==> src/rtl/cube_frame_rx.sv <==
// cube_frame_rx: byte-stream frame receiver for the 8x8x8 LED cube.
// Collects a 64-byte frame into a shadow buffer and publishes it to Cells
// in one step, so the display side never sees a half-loaded frame.
// Byte k lands in bits [8k+7:8k]; bit index is z*64 + y*8 + x.
// Optional build macro: CUBE_RX_TIMEOUT_EN adds an inter-byte watchdog that
// drops a stalled partial frame after TIMEOUT_CYCLES idle cycles in LOAD.

`timescale 1ns/1ps

module cube_frame_rx #(
    parameter int TIMEOUT_CYCLES = 1024
) (
    input  logic         Clk,
    input  logic         Reset,
    input  logic [7:0]   DataIn,
    input  logic         DataValid,
    input  logic         Sof,
    output logic         DataReady,
    output logic [511:0] Cells,
    output logic         FrameDone,
    output logic         FrameErr,
    output logic         Busy
);

    typedef enum logic [1:0] {
        IDLE   = 2'd0,
        LOAD   = 2'd1,
        COMMIT = 2'd2
    } rxState_t;

    rxState_t     state;
    rxState_t     nextState;
    logic [5:0]   byteCount;
    logic [5:0]   nextCount;
    logic [5:0]   writeIndex;
    logic [503:0] shadow;
    logic         accept;
    logic         writeByte;
    logic         commitFrame;
    logic         errEvent;
    logic         timeoutHit;

    // The source only sees a handshake when our registered ready is high.
    assign accept = DataValid & DataReady;

`ifdef CUBE_RX_TIMEOUT_EN
    localparam int WD_W = $clog2(TIMEOUT_CYCLES + 1);

    logic [WD_W-1:0] wdCount;

    // Watchdog counts idle LOAD cycles; any accept or leaving LOAD restarts it.
    always_ff @(posedge Clk) begin
        if (Reset || (state != LOAD) || accept) begin
            wdCount <= '0;
        end else begin
            wdCount <= wdCount + 1'b1;
        end
    end

    assign timeoutHit = (state == LOAD) && !accept &&
                        (wdCount == WD_W'(TIMEOUT_CYCLES - 1));
`else
    logic unusedTimeoutParam;

    assign unusedTimeoutParam = (TIMEOUT_CYCLES != 0);
    assign timeoutHit         = 1'b0;
`endif

    // Next-state and per-byte actions; byte 63 bypasses the shadow and goes
    // straight into Cells together with the already-loaded 63 bytes.
    always_comb begin
        nextState   = state;
        nextCount   = byteCount;
        writeByte   = 1'b0;
        writeIndex  = byteCount;
        commitFrame = 1'b0;
        errEvent    = 1'b0;
        case (state)
            IDLE: begin
                if (accept) begin
                    if (Sof) begin
                        writeByte  = 1'b1;
                        writeIndex = 6'd0;
                        nextCount  = 6'd1;
                        nextState  = LOAD;
                    end else begin
                        errEvent = 1'b1;
                    end
                end
            end
            LOAD: begin
                if (accept) begin
                    if (Sof) begin
                        errEvent   = 1'b1;
                        writeByte  = 1'b1;
                        writeIndex = 6'd0;
                        nextCount  = 6'd1;
                    end else if (byteCount == 6'd63) begin
                        commitFrame = 1'b1;
                        nextCount   = 6'd0;
                        nextState   = COMMIT;
                    end else begin
                        writeByte = 1'b1;
                        nextCount = byteCount + 6'd1;
                    end
                end else if (timeoutHit) begin
                    errEvent  = 1'b1;
                    nextCount = 6'd0;
                    nextState = IDLE;
                end
            end
            COMMIT: begin
                nextState = IDLE;
            end
            default: begin
                nextState = IDLE;
            end
        endcase
    end

    // State register, byte counter and registered handshake/status outputs.
    always_ff @(posedge Clk) begin
        if (Reset) begin
            state     <= IDLE;
            byteCount <= 6'd0;
            DataReady <= 1'b0;
            Busy      <= 1'b0;
            FrameDone <= 1'b0;
            FrameErr  <= 1'b0;
        end else begin
            state     <= nextState;
            byteCount <= nextCount;
            DataReady <= (nextState != COMMIT);
            Busy      <= (nextState == LOAD);
            FrameDone <= commitFrame;
            FrameErr  <= errEvent;
        end
    end

    // Shadow buffer holds bytes 0..62 of the frame being assembled.
    always_ff @(posedge Clk) begin
        if (Reset) begin
            shadow <= '0;
        end else begin
            for (int k = 0; k < 63; k++) begin
                if (writeByte && (writeIndex == 6'(k))) begin
                    shadow[k*8 +: 8] <= DataIn;
                end
            end
        end
    end

    // Published cell vector changes only on a commit or on reset.
    always_ff @(posedge Clk) begin
        if (Reset) begin
            Cells <= '0;
        end else if (commitFrame) begin
            Cells <= {DataIn, shadow};
        end
    end

endmodule

==> config.mk <==
export PLATFORM = sky130hd
export DESIGN_NAME = cube_frame_rx
export DESIGN_NICKNAME = d
export VERILOG_FILES = /design/src/rtl/cube_frame_rx.sv
export SDC_FILE = /design/constraint.sdc
export NUM_CORES = 2
export LEC_CHECK = 0
export ABC_AREA = 1
export CAP_MARGIN = 40
export CORE_MARGIN = 2
export CORE_UTILIZATION = 56
export CTS_BUF_LIST = sky130_fd_sc_hd__clkbuf_4
export DETAILED_ROUTE_END_ITERATION = 10
export PLACE_DENSITY_LB_ADDON = 0.2
export SYNTH_ARGS = -nofsm -noshare
export SYNTH_HDL_FRONTEND = slang
export SYNTH_SLANG_ARGS = --single-unit
==> constraint.sdc <==
create_clock -name Clk -period 2.54 [get_ports Clk]
set_clock_uncertainty 0.15 [all_clocks]
set_input_delay 0.508 -clock Clk [delete_from_list [all_inputs] [get_ports Clk]]
set_output_delay 0.508 -clock Clk [all_outputs]
set_load 0.05 [all_outputs]
## Word level (Yosys, flattened, before mapping)

Index checks and enable logic that the tools add are counted.

- Flip-flop bits (word level): 1,028
- Input bits: 12

- Add/subtract/negate cells: 1
- Equality and inequality tests: 69
- Muxes and demuxes: 28
- Bitwise operators: 1
- Reductions and logical operators: 68

Operators with widths:

| cell | count |
|---|---|
| $eq A6 B6 Y1 const B | 32 |
| $eq A6 B5 Y1 const B | 16 |
| $logic_and A1 B1 Y1 | 63 |
| $eq A6 B4 Y1 const B | 8 |
| $mux W6 | 8 |
| $eq A6 B3 Y1 const B | 4 |
| $eq A6 B2 Y1 const B | 2 |
| $pmux W6 S2 | 1 |
| $mux W1 | 11 |
| $mux W2 | 5 |
| $ne A2 B2 Y1 const B | 4 |
| $add A6 B1 Y6 const B | 1 |
| $eq A6 B1 Y1 const B | 1 |
| $logic_not A6 Y1 | 1 |
| $eq A2 B1 Y1 const B | 2 |
| $pmux W1 S2 | 2 |
| $pmux W2 S2 | 1 |
| $reduce_and A4 Y1 | 1 |
| $logic_not A2 Y1 | 1 |
| $reduce_bool A2 Y1 | 1 |
| $reduce_or A2 Y1 | 1 |
| $and A1 B1 Y1 | 1 |

## Longest topological paths before layout

- Word-level depth: 6
- Mapped depth: 13

## Least setup slack after synthesis

Ideal clock, no wire load.

- Path kind: reg-to-reg
- From: reg DataReady
- To: reg shadow[397]
- Library setup time: 0.113 ns
- Data arrival time: 1.969 ns
- Required time: 2.277 ns
- Slack: 0.309 ns
- Cell stages (with the launch flop): 11
- Path buffers: 1
- Path through: dfxtp_1 > nand2_2 > inv_2 > nand2_2 > nand2_8 > nand3_4 > nor2_4 > buf_2 > nand2_1 > nand2_1 > nor2_1

- Longest elaborated chain between the ends: 5

Ends and longest elaborated chain:

| what | line | source |
|---|---|---|
| start: declaration | 18 | `output logic DataReady,` |
| start signal: assignment | 133 | `DataReady <= (nextState != COMMIT);` |
| $and A1 B1 Y1 (*) | 44 | `assign accept = DataValid & DataReady;` |
| $mux W6 | 92 | `if (accept) begin` |
| $mux W6 | -- |  |
| $eq A6 B6 Y1 | 146 | `if (writeByte && (writeIndex == 6'(k))) begin` |
| $logic_and A1 B1 Y1 (*) | 146 |  |
| end signal: indexed assignment | 147 | `shadow[k*8 +: 8] <= DataIn;` |
| end: declaration | 36 | `logic [503:0] shadow;` |

Every way passes the cells marked *; elsewhere a longest branch is shown, timed or not.
A chain may end at the register's enable or synchronous reset.

## Worst setup path in the final report

- From: reg Cells[428]
- To: out Cells[428]

RTL lines:

| what | line | source |
|---|---|---|
| start: declaration | 19 | `output logic [511:0] Cells,` |
| start signal: assignment | 158 | `Cells <= {DataIn, shadow};` |

No word-level cell between the ends.

==> impl_metrics.json <==
{
  "crit_type": "register to output pin",
  "yosysMostFrequentCell": "nand2_1",
  "whs_ps": 106,
  "seqPwrFrac": 0.526,
  "synth-xor-area-share": 0,
  "post-cts-setup-buffers": 0,
  "grt_pass1_wl_um": 167000,
  "drive_gt1_frac": 0.204,
  "slew_headroom": 0.657,
  "grtUsageMet1": 0.399,
  "cts-root-buf": "clkbuf_4",
  "synth_fa_ha_area_frac": 0.000337,
  "status": "complete, no violations",
  "num_vias": 34200,
  "io_pins": 528,
  "synth.distinct_cells": 29,
  "cp_max_fo": 2,
  "track_usage": 0.309,
  "layout_setup_ws_ps": 92.7,
  "die-height_um": 261,
  "dp_worst_setup_slack_ps": -156,
  "antenna_found_initial": 7,
  "initial_core_util": 0.565,
  "pwr-share-comb": 0.032,
  "met2_usage": 0.493,
  "start_kind": "register",
  "wl_per_cell_um": 16.0,
  "gp_congestion": 0.842,
  "final_area_mm2": 0.0459,
  "cts_tree": "yes",
  "clk_path_buf_depth": 4,
  "finalHoldViolations": 0,
  "synthesis.nets": 5086,
  "clock-sinks": 1028,
  "path_cells": "buf_2",
  "switching_share": 0.230,
  "synth_ff_type": "dfxtp_1",
  "portBuffers": 527,
  "final_util": 0.700,
  "max-cap-violations": 0,
  "design.die.area_mm2": 0.0683,
  "synth_compound_gate_area_share": 0.0513,
  "hold_path_class": "input pin to register",
  "ys_seq_area_frac": 0.555,
  "syn_area_mm2": 0.0371,
  "die_w_um": 261,
  "finalWirelength_um": 108000,
  "synth_area_leader_cell": "dfxtp_1",
  "placed_cells": 6339,
  "viasPerCell": 5.05,
  "cts_buffers": 280,
  "crit_required_ps": 1880,
  "ir_drop_mv": 0.399,
  "use_met3": 0.0746,
  "core_area_mm2": 0.0656,
  "ant_nets": 0,
  "power_density_mw_per_mm2": 668,
  "path_buf_inv": 1,
  "firstDrtPassIters": 6,
  "drc": 0,
  "syn_inst": 5073,
  "syn2layout_area_growth_pct": 23.9,
  "tns_ps": 0,
  "critPathTopFamily": "flip-flops",
  "fin_nets": 5771,
  "muxShareOfSynthArea": 0,
  "finalNonFillerCells": 6763,
  "setup_viol": 0,
  "finalCritPeriodShare": 0.964,
  "netlist_top_cells_count": "1995 x nand2_1, 1028 x dfxtp_1, 856 x nor2_1, 214 x inv_1, 201 x nand3_1",
  "intPower_mw": 23.6,
  "drv_slew": 0,
  "async_reset_ff_frac": 0,
  "power_switching_mw": 7.07,
  "synth_top_family_by_area": "simple AND/OR/NAND/NOR gates",
  "fmaxAchievable_mhz": 409,
  "ys_seq_elements": 1028,
  "grt_max_degree": 108,
  "p_leak_nw": 22.3,
  "yosysWarningCount": 0,
  "finalPower_mw": 30.7,
  "avgSynthCellArea_um2": 7.31,
  "gr-total-overflow": 0,
  "grt-busiest-layer": "met2",
  "dp_hpwl_um": 69300,
  "drt_iter0_drc": 2712,
  "worst_slew_pin_slew_ps": 515,
  "slowest_stage": "dfxtp_1",
  "synth_top_area_frac": 0.555,
  "clk_latency_ps": 1090,
  "clk_pin_slew_worst_paths_ps": 60,
  "period_needed_ps": 2450,
  "regArea_mm2": 0.0206,
  "htree_levels": 5,
  "cpPeakStageDelay_ps": 400,
  "fillCellCount": 5491,
  "synth.area.top_cells": "dfxtp_1 56%, nand2_1 20%, nor2_1 8.7%",
  "end_kind": "output pin",
  "placed_area_mm2": 0.0447,
  "p_clk_frac": 0.442,
  "fp-row-count": 94,
  "grt_pass1_vias": 31800,
  "multi_input_area_mm2": 0.0142,
  "yosys.area_share.simple": 0.330,
  "cp.arrival_ps": 1790,
  "synth-edff-count": 0
}
[power by group through the flow]
stage	registers, mW	clock network, mW	logic [mW]
global route	16.1	14.7	1.04
global placement	16.5	0	0.961
detailed placement	16.5	0	0.964
finish	16.1	13.6	0.977
floorplan	16.5	0	0.525
CTS	16.1	13.8	0.968
[final cells by class]
type	instances	share of cell area
Antenna cell	5	0.000272
Clock buffer	385	0.0629
Multi-Input combinational cell	3490	0.309
Clock inverter	33	0.00458
Timing Repair Buffer	735	0.133
Inverter	223	0.0187
Sequential cell	1028	0.448
Tap cell	864	0.0235
[placed cells by master (no fill, tap or decap), types with 46 or more instances in the layout]
cell and n:
a21oi_1 168, buf_12 92, buf_2 395, buf_4 116
clkbuf_4 385, clkdlybuf4s15_2 74, clkdlybuf4s18_2 46, dfxtp_1 1028
inv_1 206, nand2_1 1994, nand3_1 201, nor2_1 849
o21ai_0 146, o21ai_1 57
[registers in the layout (all words and copies together), names as in the netlist]
| name | count |
|---|---|
| Cells | 512 |
| shadow | 504 |
| byteCount | 6 |
| state | 2 |
| Busy | 1 |
| DataReady | 1 |
| FrameDone | 1 |
| FrameErr | 1 |
[routing by layer]
| layer | routed length [um] | share of wire | vias up |
|---|---|---|---|
| li1 | - | - | 17000 |
| met1 | 45000 | 0.42 | 15600 |
| met2 | 50500 | 0.47 | 1360 |
| met3 | 8630 | 0.080 | 232 |
| met4 | 3730 | 0.035 | 6 |
| met5 | 43 | 0.00040 | - |
[what timing repair did]
item | CTS | global route
resized for setup | 2293 | 94
setup endpoints to repair | 516 | 65
gates cloned | 0 | 0
hold endpoints to repair | 1 | 0
hold buffers | 1 | 0
[worst paths after layout]
| path | start | to | slack, ps | cells after the start |
|---|---|---|---|---|
| worst max-delay path | Cells[428] | Cells[428] | 90 | 1 |
| worst min-delay path | DataValid | FrameErr | 110 | 5 |
| worst max register to register | byteCount[1] | Cells[184] | 330 | 10 |
| worst min register to register | shadow[58] | Cells[58] | 240 | 2 |
[cells by family (layout without fill, tap and decap cells)]
| logic type | count (synthesis) | after routing |
|---|---|---|
| flops | 1028 | 1028 |
| simple gates | 3112 | 3112 |
| fa+ha+maj | 1 | 1 |
| other cells | 0 | 5 |
| compound gates | 377 | 377 |
| buf+inv | 555 | 1376 |
(Power assumes the default switching activity.)
